$ cat src/rtl/fb_write_scheduler.sv
// fb_write_scheduler: round-robin sharing of the frame-buffer write port between two
// pixel producers, with a full-frame clear sequencer and a saturating write counter.
module fb_write_scheduler #(
    parameter int W  = 160,
    parameter int H  = 120,
    parameter int XW = 8,
    parameter int YW = 8
) (
    input  logic          clock,
    input  logic          reset,
    input  logic          clear_req,
    input  logic [8:0]    clear_rgb,
    input  logic          a_valid,
    output logic          a_ready,
    input  logic [XW-1:0] a_x,
    input  logic [YW-1:0] a_y,
    input  logic [2:0]    a_r,
    input  logic [2:0]    a_g,
    input  logic [2:0]    a_b,
    input  logic          b_valid,
    output logic          b_ready,
    input  logic [XW-1:0] b_x,
    input  logic [YW-1:0] b_y,
    input  logic [2:0]    b_r,
    input  logic [2:0]    b_g,
    input  logic [2:0]    b_b,
    output logic          wr_en,
    output logic [XW-1:0] wr_x,
    output logic [YW-1:0] wr_y,
    output logic [2:0]    wr_r,
    output logic [2:0]    wr_g,
    output logic [2:0]    wr_b,
    output logic          busy,
    output logic [23:0]   accept_count
);

    localparam logic [XW-1:0] X_LAST    = XW'(W - 1);
    localparam logic [YW-1:0] Y_LAST    = YW'(H - 1);
    localparam logic [23:0]   COUNT_MAX = 24'hFF_FFFF;

    typedef enum logic {ARB, CLEAR} state_t;

    state_t        state, state_next;
    logic          last_grant_b;
    logic          grant_a, grant_b, a_fire, b_fire;
    logic          clear_start, clear_last;
    logic [XW-1:0] clear_x, next_x;
    logic [YW-1:0] clear_y, next_y;
    logic [8:0]    clear_color;

    always_ff @(posedge clock or posedge reset) begin
        if (reset) state <= ARB;
        else       state <= state_next;
    end

    // clear_x/clear_y track the clear pixel currently shown on the write port
    always_comb begin
        grant_a     = a_valid & (~b_valid | last_grant_b);
        grant_b     = b_valid & (~a_valid | ~last_grant_b);
        a_ready     = (state == ARB) & ~clear_req & grant_a;
        b_ready     = (state == ARB) & ~clear_req & grant_b;
        a_fire      = a_valid & a_ready;
        b_fire      = b_valid & b_ready;
        clear_start = (state == ARB) & clear_req;
        clear_last  = (clear_x == X_LAST) & (clear_y == Y_LAST);
        next_x      = clear_x + XW'(1);
        next_y      = clear_y;
        if (clear_x == X_LAST) begin
            next_x = '0;
            next_y = clear_y + YW'(1);
        end
        state_next = state;
        case (state)
            ARB:     if (clear_start) state_next = CLEAR;
            CLEAR:   if (clear_last)  state_next = ARB;
            default: state_next = ARB;
        endcase
    end

    always_ff @(posedge clock or posedge reset) begin
        if (reset) begin
            wr_en        <= 1'b0;
            wr_x         <= '0;
            wr_y         <= '0;
            wr_r         <= '0;
            wr_g         <= '0;
            wr_b         <= '0;
            busy         <= 1'b0;
            accept_count <= '0;
            last_grant_b <= 1'b1;
            clear_x      <= '0;
            clear_y      <= '0;
            clear_color  <= '0;
        end else begin
            wr_en <= 1'b0;
            if (clear_start) begin
                clear_x              <= '0;
                clear_y              <= '0;
                clear_color          <= clear_rgb;
                wr_en                <= 1'b1;
                wr_x                 <= '0;
                wr_y                 <= '0;
                {wr_r, wr_g, wr_b}   <= clear_rgb;
                busy                 <= 1'b1;
            end else if (state == CLEAR) begin
                if (clear_last) begin
                    busy <= 1'b0;
                end else begin
                    clear_x            <= next_x;
                    clear_y            <= next_y;
                    wr_en              <= 1'b1;
                    wr_x               <= next_x;
                    wr_y               <= next_y;
                    {wr_r, wr_g, wr_b} <= clear_color;
                end
            end else if (a_fire | b_fire) begin
                wr_en        <= 1'b1;
                last_grant_b <= b_fire;
                if (a_fire) begin
                    wr_x <= a_x;
                    wr_y <= a_y;
                    wr_r <= a_r;
                    wr_g <= a_g;
                    wr_b <= a_b;
                end else begin
                    wr_x <= b_x;
                    wr_y <= b_y;
                    wr_r <= b_r;
                    wr_g <= b_g;
                    wr_b <= b_b;
                end
                if (accept_count != COUNT_MAX) accept_count <= accept_count + 24'd1;
            end
        end
    end

endmodule

$ cat config.mk
export PLATFORM = sky130hd
export DESIGN_NAME = fb_write_scheduler
export DESIGN_NICKNAME = d
export VERILOG_FILES = /design/src/rtl/fb_write_scheduler.sv
export SDC_FILE = /design/constraint.sdc
export NUM_CORES = 1
export LEC_CHECK = 0
export ABC_AREA = 1
export ABC_CLOCK_PERIOD_IN_PS = 4800
export BUFFER_PORTS_ARGS = -buffer_cell sky130_fd_sc_hd__buf_4
export CAP_MARGIN = 20
export CORE_MARGIN = 5
export CORE_UTILIZATION = 50
export CTS_CLUSTER_SIZE = 28
export DETAILED_ROUTE_END_ITERATION = 6
export HOLD_SLACK_MARGIN = 0.03
export MAX_ROUTING_LAYER = met4
export PLACE_DENSITY = 0.76
export SYNTH_ARGS = -nofsm -noshare
export SYNTH_HDL_FRONTEND = slang
export SYNTH_SLANG_ARGS = --single-unit
export TNS_END_PERCENT = 100
$ cat constraint.sdc
create_clock -name clock -period 4.8 [get_ports clock]
set_input_delay 0.72 -clock clock [delete_from_list [all_inputs] [get_ports clock]]
set_output_delay 0.72 -clock clock [all_outputs]
set_load 0.03 [all_outputs]
==> impl_metrics.json, run 1 <==
{
  "synth_cells": 637,
  "cts_max_level": 3,
  "ys_ff_latch": 78,
  "slew_viol_final": 0,
  "slew_headroom_pct": 44.9,
  "insertion_delay_ps": 350,
  "first_pass_iters": 5,
  "status": "finished, final reports clean",
  "nets": 814,
  "path_class": "register to primary output",
  "syn_nets": 704,
  "overflow": 0,
  "die_x_um": 106,
  "worst_ep_arrival_time_ps": 2130,
  "area_growth_syn_to_layout_pct": 23.8,
  "fill_cells": 778,
  "finalCritPeriodShare_pct": 59.5,
  "globalplace.congestion": 0.925,
  "drt_iter0_markers": 300,
  "p_clk_share_pct": 40.0,
  "reg2reg_to": "wr_y[1]",
  "skew_ps": 15.7,
  "period_minus_slack_ps": 2850,
  "hpwl_um": 9450,
  "synth.largest_area_cell": "dfrtp_1",
  "critPathCaptureType": "primary output",
  "grt_pass1_vias": 4376,
  "clkSinkCount": 78,
  "pwr-share-seq_pct": 54.3,
  "insertedDiodeCount": 0,
  "synth.distinct_cells": 32,
  "peakVddDrop_mv": 0.136,
  "required_ps": 4080,
  "dieArea_um2": 11100,
  "cts_setup_buffers": 0,
  "drive_above_1_share_pct": 22.6,
  "cts_root_buf": "clkbuf_8",
  "start_kind": "register",
  "initial_core_util_pct": 51.9,
  "avgSynthCellArea_um2": 7.17,
  "grt_pass1_wl_um": 21100,
  "crit_fanout": 23,
  "switching_power_uw": 286,
  "ctsHoldBuffers": 0,
  "layout_setup_ws_ps": 1950,
  "power.share.switching_pct": 23.6,
  "rrSetupSlack_ps": 2030,
  "tns_ps": 0,
  "post-synth-top-area-fraction_pct": 42.2,
  "chipHeight_um": 106,
  "io_pins": 117,
  "core_um2": 8810,
  "cts_tree": "built",
  "synth_area_leaders": "dfrtp_1, nand2_1, nor2_1",
  "drc": 0,
  "num_vias": 4629,
  "grt.total_usage_pct": 23.7,
  "grt_max_degree": 64,
  "r2r_cells": 7,
  "synthMuxAreaShare_pct": 0,
  "p_leak_nw": 2.87,
  "synth-compound-area-share_pct": 10.9,
  "setup_viol": 0,
  "worst_pin_slew_ps": 827,
  "hold_class": "primary input to async pin",
  "final_cell_mix": "nand2_1, buf_4, nor2_1",
  "synth_xor_area_share_pct": 3.45,
  "antenna_found_initial": 0,
  "cts_buffer_depth": 2,
  "ant_nets": 0,
  "cts.clk_slew.worst_paths_ps": 90,
  "post_cts_resized": 0,
  "timing.rr.start": "state",
  "yosys.area_share.simple_pct": 35.8,
  "pre_cts_slack_ps": 2040,
  "internal_power_uw": 925,
  "yosys_warnings": 0,
  "ys_seq_area_share_pct": 42.8,
  "synth_top_family_by_area": "simple AND/OR/NAND/NOR gates",
  "utilization_pct": 64.2,
  "synth_fa_ha_area_share_pct": 0.822,
  "p_per_area_nw_per_um2": 214,
  "fmax_ghz": 0.350,
  "cap_violations": 0,
  "cts_buffers": 9,
  "rsz0062_at_grt": "false",
  "hold_viol": 0,
  "via_per_inst": 5.38,
  "wl_per_cell_um": 14.9,
  "wl_um": 12800,
  "rows": 34,
  "placement.io_buffers": 116,
  "synthesis.area_um2": 4570,
  "combPwrFrac_pct": 5.7,
  "final_common_cell": "nand2_1"
}
[flip-flops by register name, summed over array words and instances (netlist names)]
| name | cells |
|---|---|
| accept_count | 24 |
| busy | 1 |
| clear_color | 9 |
| clear_x | 8 |
| clear_y | 8 |
| last_grant_b | 1 |
| state | 1 |
| wr_b | 3 |
| wr_en | 1 |
| wr_g | 3 |
| wr_r | 3 |
| wr_x | 8 |
| wr_y | 8 |
[cell usage after synthesis]
master,n
or2_2,1
inv_4,1
o211ai_1,4
nand3_1,40
nand3_2,2
nand2_2,5
buf_2,3
buf_1,1
a21oi_1,8
ha_1,3
o21ai_2,11
dfstp_2,1
nand4_1,3
clkinv_1,1
buf_4,6
nor2_1,87
clkbuf_1,5
nor3_1,2
o21ai_0,62
nand3b_1,7
inv_2,5
nand2_4,2
o21ai_1,1
nor2_4,5
xor2_1,7
xnor2_1,11
nor2_2,1
dfrtp_1,77
buf_6,4
a21oi_4,1
inv_1,34
nand2_1,236
[worst max-delay path by stage]
| stage | start | depth (start not counted) | slack [ps] | endpoint |
|---|---|---|---|---|
| after floorplan | reset | 1 | 2090 | accept_count[0] |
| after global placement | clear_req | 8 | 2150 | wr_y[1] |
| after detailed placement | clear_req | 8 | 2040 | wr_y[1] |
| after CTS | state | 4 | 1980 | b_ready |
| after global routing | state | 4 | 1840 | b_ready |
| final | state | 4 | 1950 | b_ready |
[layer usage]
metal | wire length, um | part of all wire [%] | track usage, % | up-vias
li1 | - | - | - | 2246
met1 | 5340 | 42 | 30.4 | 2186
met2 | 6410 | 50 | 39.1 | 172
met3 | 793 | 6.2 | 3.55 | 25
met4 | 237 | 1.9 | 7.31 | 0
met5 | 0 | 0 | - | -
[metrics by stage]
| step | area (um2) | std cells | hold WS (ps) | total power [mW] |
|---|---|---|---|---|
| after floorplan | 4570 | 637 | 449 | 0.693 |
| after global placement | 5460 | 844 | 462 | 0.740 |
| after detailed placement | 5460 | 844 | 475 | 0.741 |
| after CTS | 5660 | 860 | 292 | 1.22 |
| after global routing | 5660 | 860 | 292 | 1.25 |
| final | 5660 | 860 | 290 | 1.21 |
[power by group through the flow]
stage | combinational, mW | sequential (mW) | clock, mW
2_1_floorplan | 0.0222 | 0.671 | 0
3_3_place_gp | 0.0699 | 0.670 | 0
3_5_place_dp | 0.0707 | 0.671 | 0
4_1_cts | 0.0710 | 0.657 | 0.488
5_1_grt | 0.0779 | 0.658 | 0.519
6_report | 0.0696 | 0.657 | 0.484
[critical path: stages, from the launching register on]
cell	delay [ps]
dfrtp_1	700
nor2_4	560
nand3_1	260
inv_1	110
buf_4	160
[kinds of logic after synthesis]
family / Yosys count
adders and majority gates: 3
DFF: 78
xor gates and xnor gates: 18
and+or+nand+nor: 391
AOI/OAI and AO/OA: 87
buffers and inverters: 60
[final cells by class]
class	instances	area [um2]	share of cell area, %
clock buffers	12	165	2.92
clock inverters	4	28.8	0.509
inverters	41	158	2.79
multi-input cells	499	2330	41.2
flip-flops and latches	78	1950	34.5
well taps	108	135	2.39
repair buffers	118	886	15.7
(Power assumes the default switching activity.)
==> run 2: changes to the inputs <==
--- a/config.mk
+++ b/config.mk
@@ -5,8 +5,8 @@
 export SDC_FILE = /design/constraint.sdc
 export NUM_CORES = 1
 export LEC_CHECK = 0
-export ABC_AREA = 1
-export ABC_CLOCK_PERIOD_IN_PS = 4800
+export ABC_AREA = 0
+export ABC_CLOCK_PERIOD_IN_PS = 3000
 export BUFFER_PORTS_ARGS = -buffer_cell sky130_fd_sc_hd__buf_4
 export CAP_MARGIN = 20
 export CORE_MARGIN = 5
@@ -15,7 +15,7 @@
 export DETAILED_ROUTE_END_ITERATION = 6
 export HOLD_SLACK_MARGIN = 0.03
 export MAX_ROUTING_LAYER = met4
-export PLACE_DENSITY = 0.76
+export PLACE_DENSITY = 0.77
 export SYNTH_ARGS = -nofsm -noshare
 export SYNTH_HDL_FRONTEND = slang
 export SYNTH_SLANG_ARGS = --single-unit
==> constraint.sdc (replaced) <==
create_clock -name clock -period 3 [get_ports clock]
set_input_delay 0.45 -clock clock [delete_from_list [all_inputs] [get_ports clock]]
set_output_delay 0.45 -clock clock [all_outputs]
set_load 0.03 [all_outputs]
==> run 2 against run 1 <==
  * Flip-flop and latch count is the same
  * Critical path depth shrank 1
  * Synthesized cell count shrank 36%
  * Setup slack lost 1300 ps
  * Die area shrank 7.8%
  * Utilization grew 1.4 points
  * Largest cell class unchanged
  * Area after synthesis shrank 8.6%
  * Critical path type unchanged
  * Clock power grew 83%
  * Global-route usage shrank 2.9 points
  * Non-clock buffer count grew 5
  * Clock skew shrank 0.89 ps
  * Hold slack lost 230 ps
==> impl_metrics.json, run 2 <==
{
  "p_per_area_nw_per_um2": 601,
  "synth_most_common_cell": "dfrtp_1",
  "via_per_inst": 5.59,
  "synth-compound-area-share_pct": 13.0,
  "cap_violations": 0,
  "final_cell_mix": "buf_4, dfrtp_1, nor2_1",
  "synthMuxAreaShare_pct": 9.87,
  "cts_buffer_depth": 2,
  "hold_viol": 0,
  "peakVddDrop_mv": 0.256,
  "fill_cells": 676,
  "grt_pass1_vias": 3459,
  "fmax_ghz": 0.419,
  "synth_area_leaders": "dfrtp_1, mux2_2, nor2_1",
  "syn_nets": 476,
  "ys_ff_latch": 78,
  "insertedDiodeCount": 0,
  "placement.io_buffers": 116,
  "power_mw": 3.22,
  "num_vias": 3537,
  "cpPeakStageDelay_ps": 520,
  "worst_ep_arrival_time_ps": 1930,
  "grt_pass1_wl_um": 16700,
  "hpwl_um": 7740,
  "globalplace.congestion": 0.915,
  "rsz0062_at_grt": "false",
  "grt_max_degree": 44,
  "drc": 0,
  "seqCellArea_um2": 1950,
  "synthArstFlopShare_pct": 100,
  "path_buf_inv": 1,
  "worst_pin_slew_ps": 666,
  "synthesis.area_um2": 4170,
  "top_register": "accept_count",
  "crit_fanout": 12,
  "antenna_found_initial": 0,
  "stdcell_area_um2": 5370,
  "first_pass_iters": 4,
  "multi_input_area_um2": 2080,
  "cts.clk_slew.worst_paths_ps": 90,
  "slew_headroom_pct": 55.5,
  "wl_per_cell_um": 16.1,
  "cts_tree": "built",
  "cp_slowest_cell": "dfrtp_1",
  "synth.largest_area_cell": "dfrtp_1",
  "largest_reg_flops": 24,
  "chipHeight_um": 101,
  "cts_max_level": 3,
  "core_um2": 8180,
  "grt.total_usage_pct": 20.8,
  "clkSinkCount": 78,
  "drive_above_1_share_pct": 35.6,
  "final_common_cell": "buf_4",
  "place_inst": 617,
  "post_cts_resized": 0,
  "skew_ps": 14.8,
  "critical-path-top-delay-family": "flip-flops",
  "nets": 590,
  "cts_buffers": 9,
  "status": "finished, final reports clean",
  "synth_cells": 409,
  "ant_nets": 0,
  "wl_um": 10200,
  "synth_xor_area_share_pct": 6.93,
  "overflow": 0,
  "period_minus_slack_ps": 2380,
  "hold_class": "primary input to async pin",
  "cts_root_buf": "clkbuf_8",
  "final_cells": 633,
  "dieArea_um2": 10300,
  "ys_seq_area_share_pct": 46.8,
  "rows": 33,
  "synth_top_family_by_area": "simple AND/OR/NAND/NOR gates",
  "slew_viol_final": 0,
  "synth.distinct_cells": 58,
  "top_regs": "accept_count x24, clear_color x9",
  "yosys-top-cells-count": "dfrtp_1, nor2_1, nand2_1",
  "place_area_um2": 5130,
  "ctsHoldBuffers": 0,
  "yosys.area_share.simple_pct": 19.1,
  "avgSynthCellArea_um2": 10.2,
  "finalCritPeriodShare_pct": 79.5,
  "setup_viol": 0,
  "post-synth-top-area-fraction_pct": 46.2,
  "drt_iter0_markers": 141,
  "required_ps": 2550,
  "insertion_delay_ps": 350,
  "start_kind": "register",
  "synth_fa_ha_area_share_pct": 0.900,
  "yosys_warnings": 0,
  "area_growth_syn_to_layout_pct": 28.6,
  "cts_setup_buffers": 0,
  "utilization_pct": 65.6,
  "die_x_um": 101,
  "initial_core_util_pct": 51.0,
  "p_leak_nw": 2.50,
  "path_cells": "or2_2 -> a211oi_1 -> buf_4",
  "critPathCaptureType": "primary output",
  "synthFlopType": "dfrtp_1",
  "path_class": "register to primary output",
  "tns_ps": 0,
  "synth_edf_count": 0,
  "io_pins": 117
}
## run 2: changes by cell type in the layout (fill, tap and decap cells not counted), sizes merged, moves of 7 or more
cell / delta
nor2: -48
o21ai: -58
a221oi: +8
inv: -31
nand2: -205
a31oi: +13
xor2: +10
nor3: +8
nand3b: -7
nand4: +10
a22oi: +9
mux2: +33
nand3: -27
## run 2: per-stage QoR
stage / hold WS [ps] / setup WS (ps)
finish: 64.4 / 616
global route: 83.8 / 482
floorplan: 463 / 557
detailed placement: 445 / 689
global placement: 440 / 707
CTS: 63.7 / 608
## run 2: kinds of logic after synthesis
family | Yosys count
XOR/XNOR | 33
AND/OR/NAND/NOR | 150
flip-flops | 78
buffers and inverters | 31
adder cells (fa/ha/maj) | 3
AO/OA/AOI/OAI | 77
multiplexers | 37
## run 2: area by class of cell
type	count	share of cell area, %
Clock buffer	10	2.57
Clock inverter	6	1.77
Inverter	11	0.793
Multi-Input combinational cell	300	38.8
Sequential cell	78	36.4
Tap cell	105	2.45
Timing Repair Buffer	123	17.2
## run 2: worst paths after layout
path	from	endpoint	slack, ps	cells after the start
max in group asynchronous	reset	clear_x[6]	2180	3
min	reset	wr_r[2]	60	2
min reg2reg	last_grant_b	last_grant_b	510	2
min in group clock	clear_rgb[8]	clear_color[8]	340	2
max	state	b_ready	620	3
max reg2reg	clear_x[0]	wr_y[4]	640	6
## run 2: power by group
part	internal, mW	switching [mW]
clock network	0.497	0.389
registers	1.23	0.178
logic	0.418	0.507
## run 2: layer usage
layer | vias to the layer above | global-route usage (%) | wire length [um]
met1 | 1701 | 27.9 | 4550
li1 | 1712 | - | -
met5 | - | - | 0
met3 | 6 | 4.41 | 768
met4 | 0 | 3.58 | 41
met2 | 118 | 33.1 | 4810
==> run 3: changes to the inputs <==
==> config.mk (replaced) <==
export PLATFORM = sky130hd
export DESIGN_NAME = fb_write_scheduler
export DESIGN_NICKNAME = d
export VERILOG_FILES = /design/src/rtl/fb_write_scheduler.sv
export SDC_FILE = /design/constraint.sdc
export NUM_CORES = 1
export LEC_CHECK = 0
export ABC_AREA = 1
export ABC_CLOCK_PERIOD_IN_PS = 2000
export BUFFER_PORTS_ARGS = -buffer_cell sky130_fd_sc_hd__buf_4
export CAP_MARGIN = 20
export CORE_MARGIN = 5
export CORE_UTILIZATION = 48
export CTS_CLUSTER_SIZE = 28
export DETAILED_ROUTE_END_ITERATION = 6
export HOLD_SLACK_MARGIN = 0.03
export MAX_ROUTING_LAYER = met4
export PLACE_DENSITY = 0.76
export SYNTH_ARGS = -nofsm -noshare
export SYNTH_HDL_FRONTEND = slang
export SYNTH_SLANG_ARGS = --single-unit
export TNS_END_PERCENT = 100
==> constraint.sdc (replaced) <==
create_clock -name clock -period 2 [get_ports clock]
set_input_delay 0.3 -clock clock [delete_from_list [all_inputs] [get_ports clock]]
set_output_delay 0.3 -clock clock [all_outputs]
set_load 0.03 [all_outputs]
==> run 3 against run 2 <==
  * Cell count rose by 42%
  * Total power down 9.6%
  * Flip-flop and latch count unchanged
  * Sequential share of layout area is 3.0 points lower
  * Critical path depth up 4
  * Clock power is 30% higher
  * Clock skew fell by 5.4 ps
==> impl_metrics.json, run 3 (synthesis results as in run 1) <==
{
  "cap_violations": 0,
  "grt_pass1_vias": 4419,
  "cts_root_buf": "clkbuf_8",
  "cts_setup_buffers": 0,
  "area_growth_syn_to_layout_pct": 28.3,
  "clkSinkCount": 78,
  "holdPathEnd": "clear_color[6]",
  "final_cell_mix": "nand2_1, buf_4, nor2_1",
  "final_common_cell": "nand2_1",
  "rrSetupSlack_ps": 180,
  "drc": 0,
  "dieArea_um2": 11600,
  "rsz0062_at_grt": "false",
  "nets": 830,
  "insertedDiodeCount": 0,
  "insertion_delay_ps": 350,
  "cts_tree": "built",
  "ant_nets": 0,
  "top_regs": "accept_count x24, clear_color x9",
  "required_ps": 1700,
  "worst_hold_slack_ps": 183,
  "cts_buffer_depth": 2,
  "cp_slowest_cell": "dfstp_2",
  "start_kind": "register",
  "wl_per_cell_um": 14.1,
  "critical-path-top-delay-family": "flip-flops",
  "power.share.switching_pct": 22.7,
  "hold_depth": 3,
  "grt.total_usage_pct": 23.1,
  "grt_max_degree": 48,
  "critPathCaptureType": "primary output",
  "switching_power_uw": 662,
  "drive_above_1_share_pct": 24.3,
  "internal_power_mw": 2.25,
  "combPwrFrac_pct": 6.2,
  "hpwl_um": 9880,
  "overflow": 0,
  "setup_viol": 0,
  "p_per_area_nw_per_um2": 497,
  "antenna_found_initial": 0,
  "place_inst": 880,
  "tns_ps": 0,
  "fmax_ghz": 0.538,
  "finalCritPeriodShare_pct": 93.0,
  "p_clk_share_pct": 39.6,
  "skew_ps": 9.47,
  "cts_buffers": 9,
  "period_minus_slack_ps": 1860,
  "hold_viol": 0,
  "io_pins": 117,
  "final_cells": 897,
  "reg2reg_to": "accept_count[2]",
  "path_class": "register to primary output",
  "cts.clk_slew.worst_paths_ps": 80,
  "r2r_cells": 10,
  "grt_pass1_wl_um": 21200,
  "first_pass_iters": 5,
  "crit_fanout": 6,
  "wl_um": 12600,
  "core_um2": 9240,
  "hold_class": "primary input to register",
  "peakVddDrop_mv": 0.364,
  "placement.io_buffers": 116,
  "cp.depth": 7,
  "via_per_inst": 5.08,
  "die_x_um": 108,
  "pwr-share-seq_pct": 54.2,
  "path_buf_inv": 4,
  "initial_core_util_pct": 49.4,
  "num_vias": 4559,
  "top_register": "accept_count",
  "globalplace.congestion": 0.952,
  "worst_ep_arrival_time_ps": 1560,
  "timing.rr.start": "accept_count[0]",
  "rows": 35,
  "largest_reg_flops": 24,
  "slew_viol_final": 0,
  "worst_pin_slew_ps": 398,
  "min_from": "clear_rgb[6]",
  "p_leak_nw": 2.95,
  "cpPeakStageDelay_ps": 540,
  "status": "finished, final reports clean",
  "slew_headroom_pct": 73.4,
  "drt_iter0_markers": 277,
  "chipHeight_um": 108,
  "cts_max_level": 3,
  "path_cells": "inv_1 -> nand2_1 -> nand2_2 -> clkinv_1 -> nand2_1 -> inv_1 -> buf_4"
}
[run 3: changes by cell type in the layout (fill, tap and decap cells not counted), moves of 9 or more]
cell / previous run / this run
a22oi_1: 9 / 0
a31oi_1: 13 / 0
inv_1: 8 / 33
xor2_1: 17 / 7
o21ai_2: 2 / 11
nand3_1: 15 / 40
nor2_1: 44 / 87
nand4_1: 12 / 3
mux2_2: 33 / 0
o21ai_0: 13 / 62
nand2_1: 38 / 236
[run 3: area by class of cell]
| cell class | instances | area, um2 |
|---|---|---|
| timing repair buffer | 134 | 1060 |
| tap | 129 | 161 |
| clock buffer | 10 | 128 |
| fill | 815 | 3380 |
| multi-input combinational | 499 | 2330 |
| sequential | 78 | 1960 |
| clock inverter | 6 | 62.6 |
| inverter | 41 | 160 |
[run 3: power groups by stage]
stage | combinational (mW) | clock [mW] | sequential, mW
floorplan | 0.0537 | 0 | 1.61
global placement | 0.178 | 0 | 1.61
detailed placement | 0.182 | 0 | 1.61
CTS | 0.184 | 1.18 | 1.58
global route | 0.202 | 1.25 | 1.58
finish | 0.182 | 1.15 | 1.58
[run 3: repair_timing]
| item | in CTS | in global routing |
|---|---|---|
| endpoints found under the setup margin | 0 | 22 |
| resized for setup | 0 | 3 |
| hold buffers | 1 | 0 |
| hold endpoints to repair | 8 | 0 |
[run 3: routing by layer]
layer  global-route usage [%]  vias up  wire, um
met3                     3.42       15       758
met1                     31.9     2127      5770
li1                         -     2276         -
met5                        -        -         0
met4                     6.22        0       145
met2                     36.0      141      5970
[run 3: how the worst max path moves through the flow]
stage                  endpoint             from  slack (ps)
2_1_floorplan  accept_count[14]  accept_count[0]         100
3_3_place_gp    accept_count[0]  accept_count[0]         160
3_5_place_dp    accept_count[0]  accept_count[0]         140
4_1_cts         accept_count[0]  accept_count[0]         110
5_1_grt                 wr_x[7]       clear_x[1]           3
6_report                a_ready     last_grant_b         140
[run 3: stage by stage]
step,util (%),setup WS [ps],power [mW],instance area (um2)
2_1_floorplan,-,103,1.66,4570
4_1_cts,63.3,110,2.94,5850
3_5_place_dp,61.2,136,1.79,5650
5_1_grt,63.4,3.36,3.03,5860
3_3_place_gp,61.2,161,1.79,5650
6_report,63.4,141,2.91,5860
[run 3: worst register-to-register path: stages, from the launching register on]
cell,delay [ps]
dfrtp_2,420
ha_2,230
inv_1,100
nor2_4,200
nand2_4,80
nor2_4,130
nand3_2,90
nand2_4,150
buf_4,190
nand2_1,70
o21ai_1,80
